### src/rtl/q_bus_arbiter_if.sv
// Q bus bundle between the requesters (master side) and the arbiter (slave side).
// Handshake: a beat from owner o transfers on a rising edge when gnt[o] && req[o]; last[o] qualifies that beat only.
interface q_bus_arbiter_if #(
  parameter int NREQ = 4,
  parameter int DW   = 16
);
  localparam int OW = $clog2(NREQ);

  logic [NREQ-1:0]    req;
  logic [NREQ-1:0]    last;
  logic [NREQ*DW-1:0] d;
  logic [NREQ-1:0]    gnt;
  logic [DW-1:0]      q;
  logic               qv;
  logic [OW-1:0]      owner;
  logic               busy;

  modport master (
    output req, last, d,
    input  gnt, q, qv, owner, busy
  );

  modport slave (
    input  req, last, d,
    output gnt, q, qv, owner, busy
  );
endinterface

### src/rtl/q_bus_arbiter.sv
// Round-robin owner for the shared Q bus: one grant at a time, registered beats,
// and a single TURN cycle between owners so two drivers never overlap.
module q_bus_arbiter #(
  parameter int NREQ    = 4,
  parameter int DW      = 16,
  parameter int MAXBEAT = 8
) (
  input  logic                clk,
  input  logic                rst,
  q_bus_arbiter_if.slave      bus,
  output logic [1:0]          state_dbg
);
  localparam int OW = $clog2(NREQ);
  localparam int BW = $clog2(MAXBEAT + 1);

  typedef enum logic [1:0] {
    S_IDLE = 2'd0,
    S_OWN  = 2'd1,
    S_TURN = 2'd2
  } state_t;

  state_t          state;
  logic [NREQ-1:0] gnt_r;
  logic [DW-1:0]   q_r;
  logic            qv_r;
  logic [OW-1:0]   owner_r;
  logic            busy_r;
  logic [OW-1:0]   ptr;
  logic [BW-1:0]   bcnt;

  logic            arb_found;
  logic [OW-1:0]   arb_idx;
  logic [NREQ-1:0] arb_onehot;
  logic            own_req;
  logic            own_last;
  logic [DW-1:0]   own_d;
  logic [BW-1:0]   bcnt_inc;
  logic [OW-1:0]   ptr_next;

  // Search order starts at ptr and wraps, so the most recent owner goes last.
  always_comb begin
    int cand;
    cand      = 0;
    arb_found = 1'b0;
    arb_idx   = '0;
    for (int k = 0; k < NREQ; k++) begin
      cand = int'(ptr) + k;
      if (cand >= NREQ) cand = cand - NREQ;
      if (!arb_found && bus.req[cand]) begin
        arb_found = 1'b1;
        arb_idx   = OW'(cand);
      end
    end
  end

  assign arb_onehot = {{(NREQ-1){1'b0}}, 1'b1} << arb_idx;
  assign own_req    = bus.req[owner_r];
  assign own_last   = bus.last[owner_r];
  assign own_d      = bus.d[int'(owner_r)*DW +: DW];
  assign bcnt_inc   = bcnt + 1'b1;
  assign ptr_next   = (owner_r == OW'(NREQ-1)) ? '0 : owner_r + 1'b1;

  always_ff @(posedge clk) begin
    if (rst) begin
      state   <= S_IDLE;
      gnt_r   <= '0;
      q_r     <= '0;
      qv_r    <= 1'b0;
      owner_r <= '0;
      busy_r  <= 1'b0;
      ptr     <= '0;
      bcnt    <= '0;
    end else begin
      case (state)
        S_IDLE, S_TURN: begin
          qv_r <= 1'b0;
          if (arb_found) begin
            gnt_r   <= arb_onehot;
            owner_r <= arb_idx;
            bcnt    <= '0;
            state   <= S_OWN;
            busy_r  <= 1'b1;
          end else begin
            gnt_r  <= '0;
            state  <= S_IDLE;
            busy_r <= 1'b0;
          end
        end
        S_OWN: begin
          if (own_req) begin
            q_r  <= own_d;
            qv_r <= 1'b1;
            bcnt <= bcnt_inc;
            if (own_last || (bcnt_inc == BW'(MAXBEAT))) begin
              gnt_r <= '0;
              ptr   <= ptr_next;
              state <= S_TURN;
            end
          end else begin
            // Owner dropped REQ: burst ends here with no beat taken.
            qv_r  <= 1'b0;
            gnt_r <= '0;
            ptr   <= ptr_next;
            state <= S_TURN;
          end
        end
        default: begin
          state  <= S_IDLE;
          gnt_r  <= '0;
          qv_r   <= 1'b0;
          busy_r <= 1'b0;
        end
      endcase
    end
  end

  assign bus.gnt   = gnt_r;
  assign bus.q     = q_r;
  assign bus.qv    = qv_r;
  assign bus.owner = owner_r;
  assign bus.busy  = busy_r;
  assign state_dbg = state;
endmodule
### src/flat_wrapper.sv
// flat-port wrapper written by rule: the top's interface ports become plain ports
module q_bus_arbiter_flat 
#(
  parameter int NREQ    = 4,
  parameter int DW      = 16,
  parameter int MAXBEAT = 8
)
  (clk, rst, state_dbg, bus_req, bus_last, bus_d, bus_gnt, bus_q, bus_qv, bus_owner, bus_busy);
  q_bus_arbiter_if #(.NREQ(NREQ), .DW(DW)) bus_i ();
  input  logic clk;
  input  logic rst;
  output logic [1:0] state_dbg;
  input wire logic [$bits(bus_i.req)-1:0] bus_req;
  input wire logic [$bits(bus_i.last)-1:0] bus_last;
  input wire logic [$bits(bus_i.d)-1:0] bus_d;
  output wire logic [$bits(bus_i.gnt)-1:0] bus_gnt;
  output wire logic [$bits(bus_i.q)-1:0] bus_q;
  output wire logic [$bits(bus_i.qv)-1:0] bus_qv;
  output wire logic [$bits(bus_i.owner)-1:0] bus_owner;
  output wire logic [$bits(bus_i.busy)-1:0] bus_busy;
  assign bus_i.req = bus_req;
  assign bus_i.last = bus_last;
  assign bus_i.d = bus_d;
  assign bus_gnt = bus_i.gnt;
  assign bus_q = bus_i.q;
  assign bus_qv = bus_i.qv;
  assign bus_owner = bus_i.owner;
  assign bus_busy = bus_i.busy;
  q_bus_arbiter #(.NREQ(NREQ), .DW(DW), .MAXBEAT(MAXBEAT)) u_core (.clk(clk), .rst(rst), .bus(bus_i), .state_dbg(state_dbg));
endmodule
### config.mk
export PLATFORM = sky130hd
export DESIGN_NAME = q_bus_arbiter_flat
export DESIGN_NICKNAME = d
export VERILOG_FILES = /design/src/rtl/q_bus_arbiter_if.sv /design/src/rtl/q_bus_arbiter.sv /design/src/flat_wrapper.sv
export SDC_FILE = /design/constraint.sdc
export NUM_CORES = 1
export LEC_CHECK = 0
export BUFFER_PORTS_ARGS = -buffer_cell sky130_fd_sc_hd__buf_2
export CELL_PAD_IN_SITES_DETAIL_PLACEMENT = 0
export CELL_PAD_IN_SITES_GLOBAL_PLACEMENT = 2
export CORE_MARGIN = 3
export CORE_UTILIZATION = 26
export DETAILED_ROUTE_END_ITERATION = 16
export HOLD_SLACK_MARGIN = 0.02
export PLACE_DENSITY = 0.92
export SKIP_CTS_REPAIR_TIMING = 1
export SLEW_MARGIN = 25
export SYNTH_ARGS = -nofsm -noshare
export SYNTH_HDL_FRONTEND = slang
export SYNTH_SLANG_ARGS = --single-unit
### constraint.sdc
create_clock -name clk -period 2.9 [get_ports clk]
set_clock_uncertainty 0.2 [all_clocks]
set_input_delay 0.58 -clock clk [delete_from_list [all_inputs] [get_ports clk]]
set_output_delay 0.58 -clock clk [all_outputs]
set_load 0.02 [all_outputs]
Word level (Yosys, flattened, before mapping)
Cells that the tools add are included.
{"block": "classes", "n_addsub": 9, "order_cmp": 9, "n_eq_ne": 8, "shift": 2, "n_mux": 45, "bitwise_logic": 1, "reduce_logical": 15}
{"cell": "less-than comparator 32 x 4 -> 1 bit, second input constant", "count": 4}
{"cell": "two-way mux 32 bit", "count": 4}
{"cell": ">= comparator 32 x 4 -> 1 bit, second input constant", "count": 3}
{"cell": "subtractor 32 x 4 -> 32 bit, second input constant", "count": 3}
{"cell": "variable part select 64 x 7 -> 16 bit", "count": 1}
{"cell": "two-way mux 4 bit", "count": 5}
{"cell": "two-way mux 2 bit", "count": 9}
{"cell": "two-way mux 1 bit", "count": 17}
{"cell": "case mux 4 bit (2 select lines)", "count": 2}
{"cell": "binary-select mux 1 bit (select 2 bit)", "count": 6}
{"cell": "adder 2 x 2 -> 3 bit, second input constant", "count": 2}
{"cell": "AND reduction 2 bit", "count": 3}
{"cell": "adder 4 x 1 -> 4 bit, second input constant", "count": 1}
{"cell": "== test 2 bit, second input constant", "count": 2}
{"cell": "== test 4 bit, second input constant", "count": 1}
{"cell": "inequality test 2 x 1 -> 1 bit, second input constant", "count": 2}
{"cell": "case mux 2 bit (2 select lines)", "count": 1}
{"cell": "OR reduction 2 bit", "count": 2}
{"cell": "<< shifter 1 x 2 -> 4 bit, first input constant", "count": 1}
{"cell": "subtractor 2 x 3 -> 4 bit, second input constant", "count": 1}
{"cell": "adder 2 x 1 -> 3 bit, second input constant", "count": 1}
{"cell": ">= comparator 2 x 3 -> 1 bit, second input constant", "count": 1}
{"cell": "logical AND 1 bit", "count": 3}
{"cell": "logical NOT 1 bit", "count": 3}
{"cell": "other kinds (11)", "count": 11}
{"block": "totals", "ff_bits": 32, "word_cells": 97}

Depth between registers and ports, before layout
Gate-level depths: netlist (run 1).
{"block": "depth", "word_depth": 18, "ltp_mapped": 7}

Worst setup path before layout (run 1)
Ideal clock, no wire load.
{"block": "synth_timing", "path_kind": "reg-to-reg", "startpoint": "reg u_core.owner_r[1], in the netlist u_core.bus.owner[1]", "endpoint": "reg u_core.bcnt[2]", "setup_ps": 132, "arrival_ps": 1739, "setup_slack_ps": 829, "path_stages_with_launch": 8, "path_cell_list": "dfxtp_1 buf_6 mux4_2 and2_4 buf_6 buf_2 nand3b_1 a21oi_1"}
{"block": "synth_between", "elab_chain_len": 4}
{"element": "start: declaration", "line": "q_bus_arbiter.sv:26", "source": "logic [OW-1:0] owner_r;"}
{"element": "start signal: assignment", "line": "q_bus_arbiter.sv:79", "source": "owner_r <= arb_idx;"}
{"element": "binary-select mux 1 bit (select 2 bit)", "line": "q_bus_arbiter.sv:57", "source": "assign own_req = bus.req[owner_r];"}
{"element": "two-way mux 1 bit (implied by the code)", "line": "q_bus_arbiter.sv:57"}
{"element": "inequality test 2 x 1 -> 1 bit (no source line)"}
{"element": "AND reduction 3 bit (no source line)"}
{"element": "end signal: assignment", "line": "q_bus_arbiter.sv:93", "source": "bcnt <= bcnt_inc;"}
{"element": "end: declaration", "line": "q_bus_arbiter.sv:29", "source": "logic [BW-1:0] bcnt;"}
Every way passes these cells. The select of a mux whose other input is x is not followed.
A chain may end at the register's enable or synchronous reset.

Worst setup path after layout (run 1)
{"block": "layout_timing", "startpoint": "reg u_core.owner_r[0], in the netlist u_core.bus.owner[0]", "endpoint": "out bus_owner[0]"}
{"element": "end: declaration", "line": "flat_wrapper.sv:19", "source": "output wire logic [$bits(bus_i.owner)-1:0] bus_owner;"}
No word-level cell between the ends.

==> summary.md, run 1 <==
| Metric | Value |
|---|---|
| Setup violations, final | 0 |
| Drt first pass iters | 4 |
| Total global-route track usage | 0.128 |
| Placement Cell Area | 2280 sq um |
| Root Driver | clkbuf_8 |
| Number of synthesized flops with an enable pin | 0 |
| Worst slew margin | 0.596 |
| CTS tree | built |
| Min cycle time layout | 2330 ps |
| Hold crit path type | reg2reg |
| P&R area growth vs syn | 35.9% |
| Share of cells above drive strength 1 | 0.464 |
| Clk slew on worst S/H paths | 60 ps |
| Initial core utilization | 0.271 |
| RSZ-0062 raised after global routing | no |
| Leak | 1.05 nW |
| CP endpoint kind | primary output |
| Fillcell total | 672 |
| Mapped Cells | 183 |
| Height of the die | 87.9 um |
| Cells after DPL | 349 |
| CP arrival | 1550 ps |
| Antenna fix cells | 0 |
| Via count | 1732 |
| Die width | 87.9 um |
| Num CTS Buffers | 5 |
| Seq/Total Area, Yosys | 0.368 |
| Sink Count | 32 |
| Longest Clk Path Bufs | 2 |
| Async SR Flop Fraction | 0 |
| Outcome | completed |
| VDD IR-drop max | 140 uV |
| Vias per cell | 4.85 |
| Final Slew Violations | 0 |
| Port Buffers | 99 |
| Area of the mapped netlist | 1740 sq um |
| Die area | 7720 sq um |
| Mapped Nets | 259 |
| Final instance area | 2370 sq um |
| Initial DRC count | 111 |
| Total gr overflow | 0 |
| Startpoint type of the worst setup path | flip-flop |
| Synth area leaders | dfxtp_1, mux4_2, nand2_1 |
| PwrDens | 476 nW/um^2 |
| Final hold vios | 0 |
| Fin nets | 355 |
| I/O pin total | 100 |
| Vias in the first global route | 1718 |
| Worst Tran Pin Value | 606 ps |
| Synth warn | 0 |
| Netlist cell types | 34 |
| Largest net degree at the start of global routing | 33 |
| Largest stage delay, worst path | 660 ps |
| Buf/Inv on CP | 2 |
| CP cell instances | buf_4 > buf_2 |
| Initial antenna violation count | 0 |
| Worst skew pair latency | 280 ps |
| Sequential Area | 641 sq um |
| H-tree lvl count | 2 |
| Detailed placer's ending HPWL | 3.80 mm |
| Routed WL | 4.99 mm |
| Gpl congestion | 0.802 |
| CP max-delay cell | dfxtp_1 |
| Post-route ant nets | 0 |
| Routed WL per cell | 14.0 um |
| Synth Flop Type | dfxtp_1 |
| Highest clock rate | 429 MHz |
| Row cnt | 29 |
| Yosys reg bits | 32 |
| Crit-path leading delay family | flip-flops |
| Setup CP Type | reg2out |
| First-pass GRT wire length | 7.71 mm |
| Top cell type's share of synthesized area | 0.368 |
| Synth area leader | dfxtp_1 |
| Avg Cell Area, Syn | 9.52 sq um |
| Drc violations | 0 |
| Setup tns final | 0 ps |
| Final cell count without fillers | 357 |
| Crit Path Max Fanout | 14 |
| Critical Path RT | 2120 ps |
| Max cap viols | 0 |
| Multi-input logic area | 1000 sq um |
| Core area | 6420 sq um |
| Fin crit share | 0.804 |
==> cell usage after synthesis, drive strengths merged, types with 3 or more instances <==
| cell | instances |
|---|---|
| a21oi | 25 |
| a31oi | 3 |
| nand2b | 4 |
| nor2b | 3 |
| mux4 | 18 |
| nor2 | 13 |
| dfxtp | 32 |
| nand3 | 4 |
| inv | 5 |
| clkbuf | 5 |
| buf | 8 |
| nand2 | 40 |
==> through the flow <==
| step | hold slack [ps] | total power [mW] | setup WS, ps | util |
|---|---|---|---|---|
| after floorplan | 273 | 0.689 | 829 | - |
| after global routing | 266 | 1.19 | 381 | 0.369 |
| after CTS | 253 | 1.15 | 504 | 0.369 |
| after detailed placement | 244 | 0.794 | 715 | 0.355 |
| final | 249 | 1.13 | 570 | 0.369 |
| after global placement | 240 | 0.787 | 769 | 0.355 |
==> worst min-delay path, stage by stage, from the launching register on <==
cell	delay [ps]
dfxtp_1	310
nand2_1	50
a21oi_1	50
==> per-layer routing <==
metal / track usage / vias up / wire length, um
met2: 0.217 / 72 / 2450
met1: 0.157 / 808 / 2090
met3: 0.0282 / 5 / 396
li1: - / 847 / -
met5: 0 / - / 0
met4: 0.0544 / 0 / 53
==> state kept, by name (all words and copies together) (netlist names) <==
| register | flops |
|---|---|
| u_core.bus.busy | 1 |
| u_core.bcnt | 4 |
| u_core.bus.gnt | 4 |
| u_core.ptr | 2 |
| u_core.state_dbg | 2 |
| u_core.bus.qv | 1 |
| u_core.bus.owner | 2 |
| u_core.bus.q | 16 |
==> layout by cell type (no fill, tap or decap), drive strengths merged, types with 2 or more instances in the layout <==
| cell type | instances |
|---|---|
| nand3 | 4 |
| ha | 2 |
| nand2 | 40 |
| buf | 102 |
| dfxtp | 32 |
| a221oi | 2 |
| a21oi | 25 |
| a32oi | 2 |
| mux4 | 18 |
| o21ai | 2 |
| nor2 | 13 |
| and2 | 2 |
| a31oi | 3 |
| mux2i | 2 |
| inv | 5 |
| nand2b | 4 |
| clkbuf | 8 |
| nor2b | 3 |
==> where the power goes <==
part | leakage [nW] | internal [mW] | switching, mW
clock | 0.0455 | 0.193 | 0.155
sequential | 0.261 | 0.468 | 0.0221
combinational | 0.739 | 0.139 | 0.150
==> final timing paths <==
path         slack (ps)                 from           endpoint  depth (start not counted)
max                 570  u_core.bus.owner[0]       bus_owner[0]                          2
min reg2reg         250     u_core.bus.q[11]   u_core.bus.q[11]                          2
min                 250     u_core.bus.q[11]   u_core.bus.q[11]                          2
max reg2reg         810  u_core.bus.owner[0]  u_core.bus.gnt[2]                          5
==> cells by family after synthesis <==
| family | share of synthesized area |
|---|---|
| muxes | 0.251 |
| adders and majority gates | 0.0144 |
| and+or+nand+nor | 0.190 |
| buffers and inverters | 0.0560 |
| DFF | 0.368 |
| AOI/OAI and AO/OA | 0.121 |
==> cell type report <==
| type | instances | area share |
|---|---|---|
| Multi-Input combinational cell | 133 | 0.424 |
| Sequential cell | 32 | 0.270 |
| Timing Repair Buffer | 102 | 0.219 |
| Tap cell | 77 | 0.0407 |
| Clock buffer | 8 | 0.0380 |
| Inverter | 5 | 0.00792 |
(Power assumes the default switching activity.)
==> run 2, diff against run 1 <==
--- a/config.mk
+++ b/config.mk
@@ -9,10 +9,10 @@
 export CELL_PAD_IN_SITES_DETAIL_PLACEMENT = 0
 export CELL_PAD_IN_SITES_GLOBAL_PLACEMENT = 2
 export CORE_MARGIN = 3
-export CORE_UTILIZATION = 26
+export CORE_UTILIZATION = 22
 export DETAILED_ROUTE_END_ITERATION = 16
 export HOLD_SLACK_MARGIN = 0.02
-export PLACE_DENSITY = 0.92
+export PLACE_DENSITY = 0.84
 export SKIP_CTS_REPAIR_TIMING = 1
 export SLEW_MARGIN = 25
 export SYNTH_ARGS = -nofsm -noshare
==> constraint.sdc (replaced) <==
create_clock -name clk -period 2.1 [get_ports clk]
set_clock_uncertainty 0.2 [all_clocks]
set_input_delay 0.42 -clock clk [delete_from_list [all_inputs] [get_ports clk]]
set_output_delay 0.42 -clock clk [all_outputs]
set_load 0.02 [all_outputs]
==> run 2 against run 1 <==
  * Critical path depth grew 4
  * Flip-flop and latch count is the same
  * Final cell count up 7.0%
  * Die area is 17% higher
  * Non-clock buffer count increased by 3
  * Worst hold slack about the same
  * Largest power group unchanged
  * Design area grew 2.1%
==> summary.md, run 2 (same netlist as run 1, synthesis figures left out) <==
| Metric | Value |
|---|---|
| Die width | 95.0 um (+8.1%) |
| Routed WL | 5.13 mm (+2.8%) |
| Cells after DPL | 374 (+7.2%) |
| Largest net degree at the start of global routing | 33 (unchanged) |
| Crit Path Max Fanout | 20 (+6) |
| Initial core utilization | 0.233 (-0.0386) |
| R2R setup slack | 170 ps (-640 ps) |
| Grt met2 use | 0.198 (-0.0187) |
| Post-route ant nets | 0 (unchanged) |
| Final cell count without fillers | 382 (+7.0%) |
| Setup tns final | 0 ps (unchanged) |
| PwrDens | 646 nW/um^2 (+36%) |
| H-tree lvl count | 2 (unchanged) |
| Number of flip-flops under the largest register name | 16 (unchanged) |
| Detailed placer's ending HPWL | 3.87 mm (+1.8%) |
| Placement Cell Area | 2330 sq um (+2.2%) |
| Met3 Track Usage GR | 0.0414 (+0.0132) |
| Capture point of the worst reg-to-reg path | u_core.ptr[1] |
| Final hold slack | 250 ps (+0.303 ps) |
| Leak | 1.06 nW (+1.4%) |
| M1 GR Usage | 0.134 (-0.0229) |
| Initial antenna violation count | 0 (unchanged) |
| Setup violations, final | 0 (unchanged) |
| Gr busiest metal | met2 |
| Share of cells above drive strength 1 | 0.470 (+0.00568) |
| Vias per cell | 4.54 (-6.4%) |
| CTS tree | built |
| Antenna fix cells | 0 (unchanged) |
| VDD IR-drop max | 246 uV (+76%) |
| Total global-route track usage | 0.114 (-0.0147) |
| Fin crit share | 0.917 |
| Port Buffers | 99 (unchanged) |
| Most common cell after layout, fill and taps aside | buf_2 |
| R2R Path Start | u_core.bus.owner[1] |
| Startpoint type of the worst setup path | flip-flop |
| Height of the die | 95.0 um (+8.1%) |
| Drt first pass iters | 4 (unchanged) |
| Final hold vios | 0 (unchanged) |
| WHS Endpoint | u_core.bus.q[1] |
| Highest clock rate | 519 MHz |
| Most frequent cells in the layout | buf_2, nand2_1, dfxtp_1, a21oi_1, mux4_2 |
| Routed WL per cell | 13.4 um (-3.9%) |
| P&R area growth vs syn | 38.8% |
| Min cycle time layout | 1930 ps |
| Worst r2r path cells | 6 (+1) |
| CP arrival | 1870 ps (+320 ps) |
| Final Slew Violations | 0 (unchanged) |
| Via count | 1735 (+0.17%) |
| Place WS | 70.3 ps (-645 ps) |
| Initial DRC count | 85 (-23%) |
| Total gr overflow | 0 (unchanged) |
| Final Util | 0.323 (-0.0457) |
| Worst slew margin | 0.573 (-0.0230) |
| Multi-input logic area | 1000 sq um (unchanged) |
| Setup CP Type | reg2reg |
| Num CTS Buffers | 5 (unchanged) |
| Final setup margin | 174 ps (-396 ps) |
| Hold path cells | 2 (unchanged) |
| Hold wc startpoint | u_core.bus.q[1] |
| Clk slew on worst S/H paths | 70 ps (about the same) |
| Worst skew pair latency | 270 ps (about the same) |
| Root Driver | clkbuf_8 |
| RSZ-0062 raised after global routing | no |
| Critical Path RT | 2040 ps (-80 ps) |
| Die area | 9030 sq um (+17%) |
| Row cnt | 31 (+6.9%) |
| Sink Count | 32 (unchanged) |
| Fillcell total | 798 (+19%) |
| Vias in the first global route | 1786 (+4.0%) |
| First-pass GRT wire length | 8.18 mm (+6.0%) |
| Hold crit path type | reg2reg |
| Final instance area | 2420 sq um (+2.1%) |
| Max cap viols | 0 (unchanged) |
| Core area | 7490 sq um (+17%) |
| Worst Setup SP | u_core.bus.owner[1] |
| I/O pin total | 100 (unchanged) |
| Longest Clk Path Bufs | 2 (unchanged) |
| Drc violations | 0 (unchanged) |
| Worst Tran Pin Value | 640 ps (+34.5 ps) |
| CP endpoint kind | flip-flop |
| Sequential Area | 641 sq um (unchanged) |
| Gpl congestion | 0.752 (-6.2%) |
| Overall power | 1.56 mW (+39%) |
| Fin nets | 358 (+0.85%) |
| Outcome | completed |
## run 2: layer usage
layer,part of all wire,vias up
met5,0,-
met4,0.0016,0
met3,0.091,2
met2,0.49,68
met1,0.42,816
li1,-,849
## run 2: power by group
| part | internal (mW) | switching, mW |
|---|---|---|
| combinational | 0.199 | 0.212 |
| clock | 0.267 | 0.212 |
| sequential | 0.647 | 0.0273 |
## run 2: worst max-delay path, stage by stage (launching register included)
cell	delay (ps)
dfxtp_1	350
buf_4	320
mux4_2	250
inv_1	60
a31oi_1	330
mux2i_1	240
nor2_1	50
## run 2: worst max path at each step
stage / end / slack (ps)
floorplan: u_core.bcnt[2] / 30
global placement: u_core.bcnt[3] / 130
detailed placement: u_core.ptr[1] / 70
CTS: u_core.ptr[1] / 140
global route: u_core.ptr[0] / 30
finish: u_core.ptr[1] / 170
## run 2: area by class of cell
| cell class | instances | share of cell area |
|---|---|---|
| clock buffer | 8 | 0.0372 |
| inverter | 5 | 0.00776 |
| multi-input combinational | 133 | 0.415 |
| sequential | 32 | 0.265 |
| tap | 99 | 0.0512 |
| timing repair buffer | 105 | 0.223 |
==> run 3, diff against run 2 <==
--- a/config.mk
+++ b/config.mk
@@ -9,10 +9,11 @@
 export CELL_PAD_IN_SITES_DETAIL_PLACEMENT = 0
 export CELL_PAD_IN_SITES_GLOBAL_PLACEMENT = 2
 export CORE_MARGIN = 3
-export CORE_UTILIZATION = 22
+export CORE_UTILIZATION = 24
 export DETAILED_ROUTE_END_ITERATION = 16
+export GPL_TIMING_DRIVEN = 0
 export HOLD_SLACK_MARGIN = 0.02
-export PLACE_DENSITY = 0.84
+export PLACE_DENSITY = 0.86
 export SKIP_CTS_REPAIR_TIMING = 1
 export SLEW_MARGIN = 25
 export SYNTH_ARGS = -nofsm -noshare
==> constraint.sdc (replaced) <==
create_clock -name clk -period 1.8 [get_ports clk]
set_clock_uncertainty 0.2 [all_clocks]
set_input_delay 0.36 -clock clk [delete_from_list [all_inputs] [get_ports clk]]
set_output_delay 0.36 -clock clk [all_outputs]
set_load 0.02 [all_outputs]
==> run 3 against run 2 <==
  * The flow now finishes with violations (negative setup slack)
  * Maximum frequency increased by 2.0%
  * Die area is 7.8% lower
  * Worst setup slack worse by 260 ps
  * Flip-flop and latch count did not move
  * Sequential power is 17% higher
  * First-iteration DRC count down 40%
  * Critical path depth fell by 1
  * Critical path type unchanged
==> summary.md, run 3 (same netlist as run 1, synthesis figures left out) <==
| Metric | Value |
|---|---|
| Vias in the first global route | 1772 (-0.78%) |
| Crit Path Max Fanout | 4 (-80%) |
| Overall power | 1.95 mW (+25%) |
| Outcome | finished with violations |
| Initial antenna violation count | 0 (unchanged) |
| Die area | 8320 sq um (-7.8%) |
| CP cell instances | buf_12 > mux4_2 > a31oi_2 > mux2i_1 > nor2_1 |
| CTS tree | built |
| Antenna fix cells | 0 (unchanged) |
| Vias per cell | 4.49 (-1.1%) |
| Leak | 1.18 nW (+12%) |
| Core area | 6910 sq um (-7.7%) |
| Fillcell total | 758 (-5.0%) |
| CP arrival | 1840 ps (-30 ps) |
| Total global-route track usage | 0.128 (+0.0140) |
| First-pass GRT wire length | 8.47 mm (+3.6%) |
| VDD IR-drop max | 271 uV (+10%) |
| Routed WL | 5.39 mm (+5.1%) |
| I/O pin total | 100 (unchanged) |
| Via count | 1788 (+3.1%) |
| Largest stage delay, worst path | 560 ps (+210 ps) |
| Height of the die | 91.2 um (-4.0%) |
| Final Slew Violations | 0 (unchanged) |
| Critical Path RT | 1760 ps (-280 ps) |
| Sink Count | 32 (unchanged) |
| M1 GR Usage | 0.149 (+0.0154) |
| Number of flip-flops under the largest register name | 16 (unchanged) |
| Final hold vios | 0 (unchanged) |
| Port Buffers | 99 (unchanged) |
| PwrDens | 719 nW/um^2 (+11%) |
| Sequential Area | 648 sq um (+1.2%) |
| Die width | 91.2 um (-4.0%) |
| H-tree lvl count | 2 (unchanged) |
| Fin nets | 377 (+5.3%) |
| Most frequent cells in the layout | buf_2, dfxtp_1, nand2_1, a21oi_1, mux4_2 |
| Final hold slack | 101 ps (-149 ps) |
| Num CTS Buffers | 5 (unchanged) |
| Met3 Track Usage GR | 0.0414 (about the same) |
| Highest clock rate | 530 MHz (+2.0%) |
| Drt first pass iters | 4 (unchanged) |
| Longest Clk Path Bufs | 2 (unchanged) |
| Initial DRC count | 51 (-40%) |
| Failing checks | negative setup slack |
| Row cnt | 30 (-3.2%) |
| Worst Tran Pin Value | 564 ps (-76.2 ps) |
| CP max-delay cell | mux4_2 |
| Min cycle time layout | 1890 ps (-37.9 ps) |
| Max cap viols | 0 (unchanged) |
| Setup violations, final | 27 (+27) |
| Share of cells above drive strength 1 | 0.570 (+0.0996) |
| Detailed placer's ending HPWL | 4.05 mm (+4.6%) |
| CP endpoint kind | flip-flop |
| P&R area growth vs syn | 55.7% |
| Worst slew margin | 0.624 (+0.0508) |
| Initial core utilization | 0.252 (+0.0195) |
| Clk slew on worst S/H paths | 70 ps (about the same) |
| Final setup margin | -88.5 ps (-262 ps) |
| Drc violations | 0 (unchanged) |
| Fin crit share | 1.05 (+0.132) |
| Final Util | 0.393 (+0.0699) |
| RSZ-0062 raised after global routing | yes |
| Routed WL per cell | 13.5 um (+0.85%) |
| Worst skew pair latency | 280 ps (about the same) |
| Multi-input logic area | 1080 sq um (+7.3%) |
| Largest net degree at the start of global routing | 11 (-67%) |
| Post-route ant nets | 0 (unchanged) |
| Total gr overflow | 0 (unchanged) |
| Startpoint type of the worst setup path | flip-flop |
| Hold crit path type | in2reg |
| Grt met2 use | 0.219 (+0.0210) |
| Gpl congestion | 0.745 (-0.98%) |
| Gr busiest metal | met2 |
| Setup CP Type | reg2reg |
| Most common cell after layout, fill and taps aside | buf_2 |
| Root Driver | clkbuf_8 |
## run 3: metrics by stage
| stage | setup WS, ps | instance area [sq um] | cells | TNS, ps |
|---|---|---|---|---|
| after CTS | -293 | 2480 | 386 | -5820 |
| after detailed placement | -276 | 2390 | 378 | -5380 |
| after global placement | -265 | 2390 | 378 | -5170 |
| after global routing | -179 | 2710 | 398 | -2540 |
| after floorplan | -88.7 | 1770 | 183 | -1590 |
| final | -88.5 | 2710 | 398 | -1230 |
## run 3: layout make-up
cell class | count | share of cell area
Clock buffer | 8 | 0.0332
Inverter | 5 | 0.00692
Sequential cell | 32 | 0.239
Buffer | 12 | 0.0470
Tap cell | 96 | 0.0443
Multi-Input combinational cell | 133 | 0.397
Timing Repair Buffer | 112 | 0.232
## run 3: final timing paths
path                       start                   to  slack [ps]  cells past startpoint
max          u_core.bus.owner[1]        u_core.ptr[1]         -90                      5
min                          rst  u_core.state_dbg[1]         100                      2
max reg2reg  u_core.bus.owner[1]        u_core.ptr[1]         -90                      5
min reg2reg     u_core.bus.q[13]     u_core.bus.q[13]         250                      2
## run 3: report_power, final
part / total [mW] / switching (mW) / internal [mW] / leakage, nW
Sequential: 0.786 / 0.0318 / 0.754 / 0.262
Clock: 0.573 / 0.261 / 0.312 / 0.0455
Combinational: 0.593 / 0.285 / 0.308 / 0.876
Total: 1.95 / 0.578 / 1.37 / 1.18
## run 3: layer usage
metal,vias to the layer above,part of all wire
met2,62,0.49
met3,5,0.074
met4,0,0.0076
met1,828,0.43
li1,893,-
met5,-,0
## run 3: critical path: cells and delay by family, from the launching register on
kind	cells	cell delay, ps
mux	2	780
compound gates	1	270
flops	1	360
simple gates	1	50
buf+inv	1	100
